$ cat src/rtl/trap_sequencer.sv
// trap_sequencer: privilege-phase tracker and trap entry/return sequencer.
// Takes the per-stage exception codes and produces the boot and trap
// permissions. It latches cause/EPC/TVAL, kills the faulting E instruction,
// and issues flush plus fetch-redirect pulses on trap entry and on mret.
//
// Handshake: none. Every input is sampled on each rising clk edge. The
// flush/redirect outputs are single-cycle registered pulses that the
// pipeline must act on in the cycle they are high. o_kill_e is
// combinational and only qualifies the E instruction in the current cycle.
module trap_sequencer #(
  parameter logic [31:0] TRAP_VEC_BASE = 32'h0000_0000,
  parameter logic [2:0]  TEXT_REGION   = 3'b010,
  parameter logic        ECALL_SKIP    = 1'b1
) (
  input  logic        i_clk,
  input  logic        i_rst_n,
  input  logic [3:0]  i_exception_code_f,
  input  logic [3:0]  i_exception_code_e,
  input  logic [31:0] i_pc_f,
  input  logic [31:0] i_pc_e,
  input  logic [31:0] i_alu_out_e,
  input  logic        i_pc_src_e,
  input  logic        i_mret_e,
  input  logic        i_stall_f,
  output logic        o_reset_permission,
  output logic        o_trap_permission,
  output logic        o_kill_e,
  output logic        o_flush_fde,
  output logic        o_redirect_valid,
  output logic [31:0] o_redirect_pc,
  output logic [3:0]  o_mcause,
  output logic [31:0] o_mepc,
  output logic [31:0] o_mtval,
  output logic        o_halted,
  output logic [2:0]  o_state
);

  // Exception code encoding shared with the core's Constants.vh.
  localparam logic [3:0] NO_E                    = 4'h0;
  localparam logic [3:0] E_FETCH_ADDR_MISALIGNED = 4'h1;
  localparam logic [3:0] E_FETCH_ACCESS_FAULT    = 4'h2;
  localparam logic [3:0] E_ILLEGAL_INSTR         = 4'h3;
  localparam logic [3:0] E_ECALL                 = 4'h4;
  localparam logic [3:0] E_LOAD_ADDR_MISALIGNED  = 4'h5;
  localparam logic [3:0] E_LOAD_ACCESS_FAULT     = 4'h6;
  localparam logic [3:0] E_STORE_ADDR_MISALIGNED = 4'h7;
  localparam logic [3:0] E_STORE_ACCESS_FAULT    = 4'h8;
  localparam logic [3:0] E_SP_OUT_OF_RANGE       = 4'h9;

  typedef enum logic [2:0] {
    ST_BOOT   = 3'd0,
    ST_RUN    = 3'd1,
    ST_ENTER  = 3'd2,
    ST_TRAP   = 3'd3,
    ST_RETURN = 3'd4,
    ST_HALT   = 3'd5
  } state_t;

  state_t      state_q, state_d;
  logic        latch_en;
  logic        kill;
  logic        exc_e, exc_f, exc_any;
  logic [3:0]  sel_code;
  logic [31:0] sel_pc;
  logic [31:0] sel_tval;
  logic [3:0]  mcause_q;
  logic [31:0] mepc_q, mtval_q;
  logic [31:0] ret_pc;

  // Exception source selection: E has priority. An F fault only counts when
  // the fetched instruction is on the correct path and actually advancing.
  always_comb begin
    exc_e   = (i_exception_code_e != NO_E);
    exc_f   = (i_exception_code_f != NO_E) && !i_pc_src_e && !i_stall_f;
    exc_any = exc_e || exc_f;
    sel_code = exc_e ? i_exception_code_e : i_exception_code_f;
    sel_pc   = exc_e ? i_pc_e : i_pc_f;
    case (sel_code)
      E_LOAD_ADDR_MISALIGNED,
      E_LOAD_ACCESS_FAULT,
      E_STORE_ADDR_MISALIGNED,
      E_STORE_ACCESS_FAULT,
      E_SP_OUT_OF_RANGE:       sel_tval = i_alu_out_e;
      E_FETCH_ADDR_MISALIGNED: sel_tval = i_pc_f;
      default:                 sel_tval = 32'h0;
    endcase
  end

  // Next-state logic. A fault while already servicing a trap (or still
  // booting) is unrecoverable, so it freezes the core instead of nesting.
  always_comb begin
    state_d  = state_q;
    latch_en = 1'b0;
    kill     = 1'b0;
    case (state_q)
      ST_BOOT: begin
        if (exc_any) begin
          state_d = ST_HALT;
          kill    = exc_e;
        end else if (!i_stall_f && (i_pc_f[20:18] == TEXT_REGION)) begin
          state_d = ST_RUN;
        end
      end
      ST_RUN: begin
        if (exc_any) begin
          state_d  = ST_ENTER;
          latch_en = 1'b1;
          kill     = exc_e;
        end
      end
      // Everything in flight during ENTER/RETURN is being flushed.
      ST_ENTER:  state_d = ST_TRAP;
      ST_TRAP: begin
        if (exc_any) begin
          state_d = ST_HALT;
          kill    = exc_e;
        end else if (i_mret_e) begin
          state_d = ST_RETURN;
        end
      end
      ST_RETURN: state_d = ST_RUN;
      ST_HALT:   state_d = ST_HALT;
      default:   state_d = ST_BOOT;
    endcase
  end

  // State register.
  always_ff @(posedge i_clk) begin
    if (!i_rst_n) state_q <= ST_BOOT;
    else          state_q <= state_d;
  end

  // Trap CSRs: captured only on the first trap, held across a double fault.
  always_ff @(posedge i_clk) begin
    if (!i_rst_n) begin
      mcause_q <= NO_E;
      mepc_q   <= 32'h0;
      mtval_q  <= 32'h0;
    end else if (latch_en) begin
      mcause_q <= sel_code;
      mepc_q   <= sel_pc;
      mtval_q  <= sel_tval;
    end
  end

  // Return target: ECALL resumes after the call instruction (wraps mod 2^32).
  always_comb begin
    ret_pc = mepc_q;
    if (ECALL_SKIP && (mcause_q == E_ECALL)) ret_pc = mepc_q + 32'd4;
  end

  // Output decode from the registered state; pulses last exactly one cycle
  // because ENTER and RETURN are single-cycle states.
  always_comb begin
    o_reset_permission = (state_q == ST_BOOT);
    o_trap_permission  = (state_q == ST_ENTER) || (state_q == ST_TRAP);
    o_flush_fde        = (state_q == ST_ENTER) || (state_q == ST_RETURN);
    o_redirect_valid   = (state_q == ST_ENTER) || (state_q == ST_RETURN);
    o_halted           = (state_q == ST_HALT);
    o_redirect_pc      = 32'h0;
    if (state_q == ST_ENTER)  o_redirect_pc = TRAP_VEC_BASE;
    if (state_q == ST_RETURN) o_redirect_pc = ret_pc;
    o_kill_e = kill;
    o_mcause = mcause_q;
    o_mepc   = mepc_q;
    o_mtval  = mtval_q;
    o_state  = state_q;
  end

endmodule
$ cat config.mk
export PLATFORM = sky130hd
export DESIGN_NAME = trap_sequencer
export DESIGN_NICKNAME = d
export VERILOG_FILES = /design/src/rtl/trap_sequencer.sv
export SDC_FILE = /design/constraint.sdc
export NUM_CORES = 1
export LEC_CHECK = 0
export ABC_AREA = 1
export BUFFER_PORTS_ARGS = -buffer_cell sky130_fd_sc_hd__buf_2
export CAP_MARGIN = 20
export CORE_MARGIN = 4
export CORE_UTILIZATION = 46
export DETAILED_ROUTE_END_ITERATION = 8
export GPL_TIMING_DRIVEN = 0
export HOLD_SLACK_MARGIN = 0.06
export PLACE_DENSITY = 0.8
export SLEW_MARGIN = 5
export SYNTH_ARGS = -nofsm -noshare
export SYNTH_HDL_FRONTEND = slang
export SYNTH_SLANG_ARGS = --single-unit
$ cat constraint.sdc
create_clock -name i_clk -period 2 [get_ports i_clk]
set_input_delay 0.3 -clock i_clk [delete_from_list [all_inputs] [get_ports i_clk]]
set_output_delay 0.3 -clock i_clk [all_outputs]
set_load 0.005 [all_outputs]
==> results of run 1 <==
-- cell families (layout without fill, tap and decap cells) --
kind of cell / count (synthesis) / in the layout
adders and majority gates: 1 / 1
DFF: 71 / 71
xor gates and xnor gates: 4 / 4
and+or+nand+nor: 425 / 425
buffers and inverters: 114 / 382
AOI/OAI and AO/OA: 176 / 176
-- power groups by stage --
| stage | logic, mW | registers [mW] | clock network, mW |
|---|---|---|---|
| finish | 2.19 | 2.12 | 1.29 |
| global route | 2.41 | 2.16 | 1.37 |
| floorplan | 0.972 | 1.99 | 0 |
| global placement | 1.70 | 2.06 | 0 |
| CTS | 1.92 | 2.06 | 1.31 |
| detailed placement | 1.73 | 2.06 | 0 |
-- area by class of cell --
type	instances	area [um^2]	share of cell area
clock inverters	5	81.33	0.01152
inverters	69	271.5	0.03848
well taps	133	166.4	0.02358
multi-input cells	606	3247	0.4601
repair buffers	252	1389	0.1968
flip-flops and latches	71	1526	0.2163
clock buffers	11	141.4	0.02004
plain buffers	45	234.0	0.03316
-- placed cells by master (no fill, tap or decap), types with 27 or more instances in the layout --
master / n
nand2_1: 209
nand3_1: 72
o21ai_0: 70
buf_4: 35
a21oi_1: 54
nor2_1: 32
a31oi_1: 33
buf_2: 233
dfxtp_1: 37
nor2_4: 27
inv_1: 58
-- through the flow --
| stage | cells | setup TNS (ns) | worst slack (ns) |
|---|---|---|---|
| after global routing | 1192 | -3.707 | -0.2511 |
| final | 1192 | -1.583 | -0.1804 |
| after floorplan | 791 | 0 | 0.2934 |
| after global placement | 1140 | -0.6497 | -0.1416 |
| after detailed placement | 1140 | -0.8255 | -0.1656 |
| after CTS | 1180 | -0.4173 | -0.09328 |
-- critical path, delay by kind of cell (launching register included) --
family	cells	cell delay (ns)
xor gates and xnor gates	1	0.20
and+or+nand+nor	4	0.49
DFF	1	0.39
buffers and inverters	3	0.35
AOI/OAI and AO/OA	1	0.12
-- repair_timing --
action                     CTS  global route
hold buffers                 0             0
setup endpoints to repair   34            80
gates cloned                 0             1
resized for setup          108           121
setup buffers               24            11
pin swaps                   26            42
-- flip-flops by register name, summed over array words and instances (netlist names) --
signal and count:
o_mcause 4, o_mepc 32, o_mtval 32, o_state 3
-- routing by layer --
layer,vias up,track usage
li1,3134,-
met1,2917,0.3756
met4,0,0.1100
met2,374,0.4987
met5,-,0
met3,69,0.06513
-- path summary, 6_finish.rpt --
check,start,depth (start not counted),endpoint,slack (ns)
max,o_mepc[2]$_SDFFE_PN0P_,9,o_redirect_pc[17],-0.18
min,i_alu_out_e[13],3,o_mtval[13]$_SDFFE_PN0P_,0.20
max reg2reg,o_state[0]$_SDFFE_PN0P_,8,o_mtval[15]$_SDFFE_PN0P_,0.16
min reg2reg,o_mtval[19]$_SDFFE_PN0P_,2,o_mtval[19]$_SDFFE_PN0P_,0.53
==> results.json, run 1 <==
{
  "final_antenna_net_count": 0,
  "final.period_utilization": 1.090,
  "pwr-share-clk": 0.230,
  "cp_cell_sequence": "buf_4, inv_2, nor2_2, nand2_1, nor2_2, xor2_1, nand2_1, a21oi_1, buf_2",
  "wl_met3_mm": 1.632,
  "dp_hpwl_mm": 13.66,
  "clk_pin_slew_ns": 0.08,
  "total_power_mw": 5.601,
  "synth_area_um2": 4672,
  "violations": "setup timing",
  "ys_ff_latch": 71,
  "synth.distinct_cells": 29,
  "critPathKind": "reg -> out",
  "fin_area_um2": 7057,
  "top_layer_used": "met4",
  "drc_errors": 0,
  "vias_per_cell": 5.448,
  "nFillCells": 847,
  "synth.avg_cell_area_um2": 5.906,
  "power_frac_seq": 0.379,
  "io_pins": 218,
  "synth.net_count": 901,
  "grt_max_degree": 13,
  "crit_slowest_cell": "dfxtp_4",
  "routed_wl_mm": 19.89,
  "period_minus_slack_ns": 2.180,
  "leakage_nw": 3.484,
  "max_cap_violations": 0,
  "yosys.area_share.simple": 0.3870,
  "nets": 1164,
  "track_usage": 0.2979,
  "cts_tree": "yes",
  "drv_slew": 0,
  "synthTopCellsByArea": "dfxtp_1, nand2_1, o21ai_0, nand3_1, a21oi_1",
  "drt_iter0_drc": 541,
  "switchingPower_mw": 2.171,
  "status": "finished with violations",
  "yosys_warnings": 0,
  "worst_ir_drop_vdd_uv": 430.8,
  "synth_edf_count": 0,
  "synth_compound_gate_area_share": 0.2003,
  "worstPathRequired_ns": 1.70,
  "wire_per_inst_um": 16.69,
  "initial_core_util": 0.4758,
  "critical_path.endpoint_type": "output pin",
  "ys.flop_type": "dfxtp_1",
  "antenna_found_initial": 0,
  "cts_max_level": 3,
  "fin_util": 0.7187,
  "cts_made_buffers": 9,
  "async_flop_share": 0,
  "synth_xor_area_frac": 0.007499,
  "grt_setup_unrepaired": "true",
  "synth_top_family_by_area": "simple AND/OR/NAND/NOR gates",
  "dr_total_vias": 6494,
  "drtPass1Iterations": 5,
  "combPwrFrac": 0.391,
  "min-delay-path-class": "in -> reg",
  "synth_fa_ha_area_frac": 0.002678,
  "die_y_um": 108.8,
  "cp.arrival_ns": 1.88,
  "synth_top_area_share": 0.3042,
  "critPathLaunchType": "register",
  "diodes": 0,
  "first_global_vias": 5694,
  "slew_headroom": 0.6673,
  "fmax_ghz": 0.4586,
  "row_count": 36,
  "drive_gt1_frac": 0.4174,
  "synthCells": 791,
  "worstSkewPairLatency_ns": 0.34,
  "clock-root-buffer": "clkbuf_8",
  "worst_pin_slew_ns": 0.4991,
  "die_area_um2": 11830,
  "place_congestion": 0.8971,
  "clockBufferDepth": 2,
  "path_max_fanout": 4,
  "max_stage_delay_ns": 0.39,
  "dpl-instance-area_um2": 5919,
  "powerDensity_nw_per_um2": 793.7,
  "fin_ws_ns": -0.1804,
  "hold_viol": 0,
  "holdWs_ns": 0.2038,
  "overflow": 0,
  "yosys-top-cells-count": "nand2_1, nor2_1, o21ai_0",
  "io_buffers": 216,
  "area_growth_pct": 51.04,
  "setup_viol": 19,
  "finalClockSkew_ns": 0.008682,
  "synth_mux_area_frac": 0,
  "met1_length_mm": 8.009,
  "core-area_um2": 9819,
  "yosys.area.top_type": "dfxtp_1",
  "internal_power_mw": 3.430,
  "post-synth-top-count-cell": "nand2_1",
  "sw_frac_of_total": 0.3877,
  "cts.sinks": 71,
  "yosysSeqAreaShare": 0.3042,
  "die_w_um": 108.8,
  "met2_length_mm": 9.575,
  "grt_pass1_wl_mm": 27.99
}
(Power assumes the default switching activity.)
==> run 2: changes to the inputs <==
Settings changed: CORE_MARGIN 4 to 1.5, CTS_CLUSTER_SIZE set to 10, TNS_END_PERCENT set to 10.
==> results.json, run 2 (synthesized netlist as in run 1, its figures left out) <==
{
  "wire_per_inst_um": 15.53,
  "die_area_um2": 10770,
  "drtPass1Iterations": 6,
  "worstPathRequired_ns": 1.70,
  "fin_area_um2": 6899,
  "cts_tree": "yes",
  "diodes": 0,
  "worst_pin_slew_ns": 0.4973,
  "clk_pin_slew_ns": 0.08,
  "critical_path.endpoint_type": "output pin",
  "io_pins": 218,
  "vias_per_cell": 5.441,
  "worstSkewPairLatency_ns": 0.35,
  "die_y_um": 103.8,
  "clockBufferDepth": 2,
  "clock-root-buffer": "clkbuf_8",
  "grt_pass1_wl_mm": 27.39,
  "power_frac_seq": 0.378,
  "leakage_nw": 3.361,
  "first_global_vias": 5725,
  "holdWs_ns": 0.1854,
  "final_antenna_net_count": 0,
  "max_cap_violations": 0,
  "grt_setup_unrepaired": "true",
  "nets": 1160,
  "nFillCells": 872,
  "switchingPower_mw": 2.110,
  "hold_buffers": 0,
  "mostFrequentLayoutCells": "buf_2, nand2_1, nand3_1",
  "powerDensity_nw_per_um2": 809.5,
  "setup_viol": 21,
  "track_usage": 0.3115,
  "cp.arrival_ns": 1.86,
  "drive_gt1_frac": 0.3972,
  "cts_max_level": 3,
  "initial_core_util": 0.4758,
  "die_w_um": 103.8,
  "period_minus_slack_ns": 2.157,
  "fin_ws_ns": -0.1567,
  "drc_errors": 0,
  "fin_cells": 1188,
  "area_growth_pct": 47.67,
  "fmax_ghz": 0.4637,
  "cts.sinks": 71,
  "min-delay-path-class": "in -> reg",
  "routed_wl_mm": 18.46,
  "worst_ir_drop_vdd_uv": 382.5,
  "overflow": 0,
  "status": "finished with violations",
  "ff_latch_area_um2": 1521,
  "dp_hpwl_mm": 13.07,
  "critPathLaunchType": "register",
  "dp.cells": 1140,
  "drv_slew": 0,
  "place_ws_ns": -0.1726,
  "dr_total_vias": 6464,
  "drt_iter0_drc": 509,
  "grt_max_degree": 14,
  "multiInputGateArea_um2": 3154,
  "io_buffers": 216,
  "dpl-instance-area_um2": 5919,
  "sw_frac_of_total": 0.3778,
  "pwr-share-clk": 0.253,
  "row_count": 36,
  "internal_power_mw": 3.474,
  "antenna_found_initial": 0,
  "combPwrFrac": 0.369,
  "path_max_fanout": 4,
  "finalClockSkew_ns": 0.008882,
  "violations": "setup timing",
  "core-area_um2": 9819,
  "hold_viol": 0,
  "final.period_utilization": 1.078,
  "place_congestion": 0.9974,
  "layout_commonest_cell": "buf_2",
  "critPathKind": "reg -> out",
  "cts_made_buffers": 9,
  "slew_headroom": 0.6685
}
[run 2: changes by cell type in the layout (fill, tap and decap cells not counted), moves of 4 or more]
cell / delta
a21oi_1: +5
a21oi_2: -5
nand2_1: +4
nand2_4: -7
nor2_4: -5
[run 2: path summary, 6_finish.rpt]
check	from	to	slack, ns	cells past startpoint
worst max-delay path	o_mepc[3]$_SDFFE_PN0P_	o_redirect_pc[16]	-0.16	9
worst max register to register	o_state[0]$_SDFFE_PN0P_	o_mepc[30]$_SDFFE_PN0P_	0.13	7
worst min-delay path	i_alu_out_e[10]	o_mtval[10]$_SDFFE_PN0P_	0.19	3
worst min register to register	o_mtval[20]$_SDFFE_PN0P_	o_mtval[20]$_SDFFE_PN0P_	0.53	2
[run 2: what timing repair did]
action / in CTS / in global routing
gates cloned: 0 / 0
setup endpoints to repair: 34 / 83
resized for setup: 92 / 97
buffers inserted: 11 / 21
pin swaps: 16 / 25
[run 2: through the flow]
step / total power, mW / TNS (ns) / util
after global routing: 5.908 / -3.943 / 0.7026
final: 5.585 / -1.325 / 0.7026
after CTS: 5.325 / -1.175 / 0.6589
after detailed placement: 3.767 / -0.8038 / 0.6028
after floorplan: 2.965 / 0 / -
after global placement: 3.746 / -0.6495 / 0.6028
[run 2: worst max-delay path, stage by stage, from the launching register on]
cell	delay, ns
dfxtp_4	0.40
ha_4	0.16
nand2_4	0.06
inv_4	0.06
nand4_1	0.11
buf_6	0.17
nor2_4	0.12
xnor2_2	0.09
nor2_1	0.18
buf_2	0.14
[run 2: area by class of cell]
class / instances / share of cell area
Clock inverter: 7 / 0.01741
Inverter: 69 / 0.03827
Clock buffer: 9 / 0.01795
Buffer: 45 / 0.03246
Timing Repair Buffer: 248 / 0.1921
Tap cell: 133 / 0.02412
Sequential cell: 71 / 0.2205
Multi-Input combinational cell: 606 / 0.4572
[run 2: power by group through the flow]
stage | clock network [mW] | logic, mW | registers, mW
after floorplan | 0 | 0.972 | 1.99
after global placement | 0 | 1.69 | 2.06
after detailed placement | 0 | 1.71 | 2.06
after CTS | 1.43 | 1.83 | 2.07
after global routing | 1.50 | 2.27 | 2.14
final | 1.41 | 2.06 | 2.11
[run 2: routing by layer]
metal  vias up  share of wire  track usage
li1       3127              -            -
met1      2876           0.40       0.3939
met2       398           0.47       0.5105
met3        63          0.093      0.07048
met4         0          0.040       0.1310
met5         -              0            0
==> run 3: changes to the inputs <==
Settings changed: CORE_MARGIN 1.5 to 2, SKIP_CTS_REPAIR_TIMING set to 1.
==> results.json, run 3 (synthesized netlist as in run 1, its figures left out) <==
{
  "wire_per_inst_um": 14.82,
  "slew_headroom": 0.6668,
  "initial_core_util": 0.4758,
  "sw_frac_of_total": 0.3963,
  "worst_ir_drop_vdd_uv": 408.1,
  "leakage_nw": 3.175,
  "cp.arrival_ns": 1.95,
  "cts_tree": "yes",
  "worstSkewPairLatency_ns": 0.35,
  "power_frac_seq": 0.420,
  "dr_total_vias": 6179,
  "min-delay-path-class": "in -> reg",
  "rrSetupSlack_ns": 0.15,
  "drt_iter0_drc": 456,
  "clk_pin_slew_ns": 0.08,
  "powerDensity_nw_per_um2": 770.2,
  "grt_pass1_wl_mm": 26.72,
  "area_growth_pct": 38.97,
  "hold_viol": 0,
  "drv_slew": 0,
  "holdWs_ns": 0.1964,
  "status": "finished with violations",
  "mostFrequentLayoutCells": "buf_2, nand2_1, nand3_1, o21ai_0, inv_1",
  "drtPass1Iterations": 6,
  "cts.sinks": 71,
  "crit_start": "o_mcause[2]$_SDFFE_PN0P_",
  "worstPathRequired_ns": 1.70,
  "drive_gt1_frac": 0.3494,
  "period_minus_slack_ns": 2.251,
  "clockBufferDepth": 2,
  "critPathLaunchType": "register",
  "nets": 1142,
  "dp_hpwl_mm": 13.26,
  "place_congestion": 1.013,
  "critical_path.endpoint_type": "output pin",
  "fmax_ghz": 0.4442,
  "row_count": 36,
  "cts_max_level": 3,
  "dpl-instance-area_um2": 5919,
  "io_buffers": 216,
  "cts_made_buffers": 9,
  "grt_setup_unrepaired": "true",
  "die_y_um": 104.8,
  "drc_errors": 0,
  "antenna_found_initial": 0,
  "critPathKind": "reg -> out",
  "fin_area_um2": 6492,
  "multiInputGateArea_um2": 2980,
  "r2r-start": "o_state[0]$_SDFFE_PN0P_",
  "die_area_um2": 10980,
  "switchingPower_mw": 1.982,
  "final.period_utilization": 1.126,
  "max_cap_violations": 0,
  "track_usage": 0.3000,
  "core-area_um2": 9819,
  "io_pins": 218,
  "first_global_vias": 5508,
  "internal_power_mw": 3.019,
  "vias_per_cell": 5.286,
  "worst-r2r-cell-count": 8,
  "fin_ws_ns": -0.2512,
  "die_w_um": 104.8,
  "setup_viol": 29,
  "worst_pin_slew_ns": 0.4998,
  "finalClockSkew_ns": 0.01267,
  "final_antenna_net_count": 0,
  "violations": "setup timing",
  "min_from": "i_alu_out_e[15]",
  "pwr-share-clk": 0.203,
  "path_max_fanout": 7,
  "combPwrFrac": 0.377,
  "overflow": 0,
  "nFillCells": 956,
  "routed_wl_mm": 17.32,
  "clock-root-buffer": "clkbuf_8",
  "grt_max_degree": 12,
  "hold-path-endpoint": "o_mtval[15]$_SDFFE_PN0P_",
  "ff_latch_area_um2": 1503,
  "r2r-end": "o_mtval[19]$_SDFFE_PN0P_",
  "diodes": 0,
  "layout_commonest_cell": "buf_2",
  "hold_depth": 3
}
-- run 3: cell types whose count changed in the layout (fill, tap and decap cells not counted), moves of 3 or more --
cell       previous run  this run
buf_4                34        15
dfxtp_4              23        17
nor2_2               24        21
nor2_1               35        50
bufinv_16             3         0
dfxtp_2              11        14
dfxtp_1              37        40
nand2_1             213       230
nor2_4               22        10
nand2_2              26        12
-- run 3: area by class of cell --
cell class	instances	area share
multi-input combinational	606	0.4590
sequential	71	0.2315
timing repair buffer	230	0.1846
inverter	69	0.04028
buffer	45	0.03373
tap	133	0.02563
clock buffer	11	0.02178
clock inverter	4	0.003469
-- run 3: power by group through the flow --
stage | sequential (mW) | clock (mW) | combinational (mW)
floorplan | 1.99 | 0 | 0.972
global placement | 2.06 | 0 | 1.70
detailed placement | 2.06 | 0 | 1.72
CTS | 2.03 | 1.02 | 1.73
global route | 2.14 | 1.08 | 2.11
finish | 2.10 | 1.02 | 1.89
-- run 3: critical path, cell delays in order (launching register included) --
cell and delay, ns:
dfxtp_1 0.37, nand2_1 0.12, nor2_4 0.24, nand4_1 0.28
nor2_2 0.23, nand2_1 0.09, a21oi_2 0.15, buf_2 0.13
-- run 3: per-layer routing --
layer,GRT usage,wire (um)
met5,0,0
met4,0.1114,418
met3,0.04679,1320
met2,0.4912,8142
met1,0.3978,7439
-- run 3: per-stage QoR --
stage / power (mW) / setup WS (ns) / setup TNS (ns) / std cells / utilization
floorplan: 2.965 / 0.2934 / 0 / 791 / -
global placement: 3.757 / -0.1318 / -0.5079 / 1140 / 0.6028
detailed placement: 3.778 / -0.1175 / -0.5074 / 1140 / 0.6028
CTS: 4.782 / -0.4963 / -11.15 / 1155 / 0.6195
global route: 5.331 / -0.3361 / -6.163 / 1169 / 0.6612
finish: 5.001 / -0.2512 / -3.021 / 1169 / 0.6612
-- run 3: worst max-delay path by stage --
stage               depth (start not counted)                end  slack (ns)
finish                                      7  o_redirect_pc[18]       -0.25
floorplan                                   8  o_redirect_pc[11]        0.29
detailed placement                          9  o_redirect_pc[11]       -0.12
global placement                           10  o_redirect_pc[11]       -0.13
CTS                                         8   o_redirect_valid       -0.50
global route                                7  o_redirect_pc[18]       -0.34
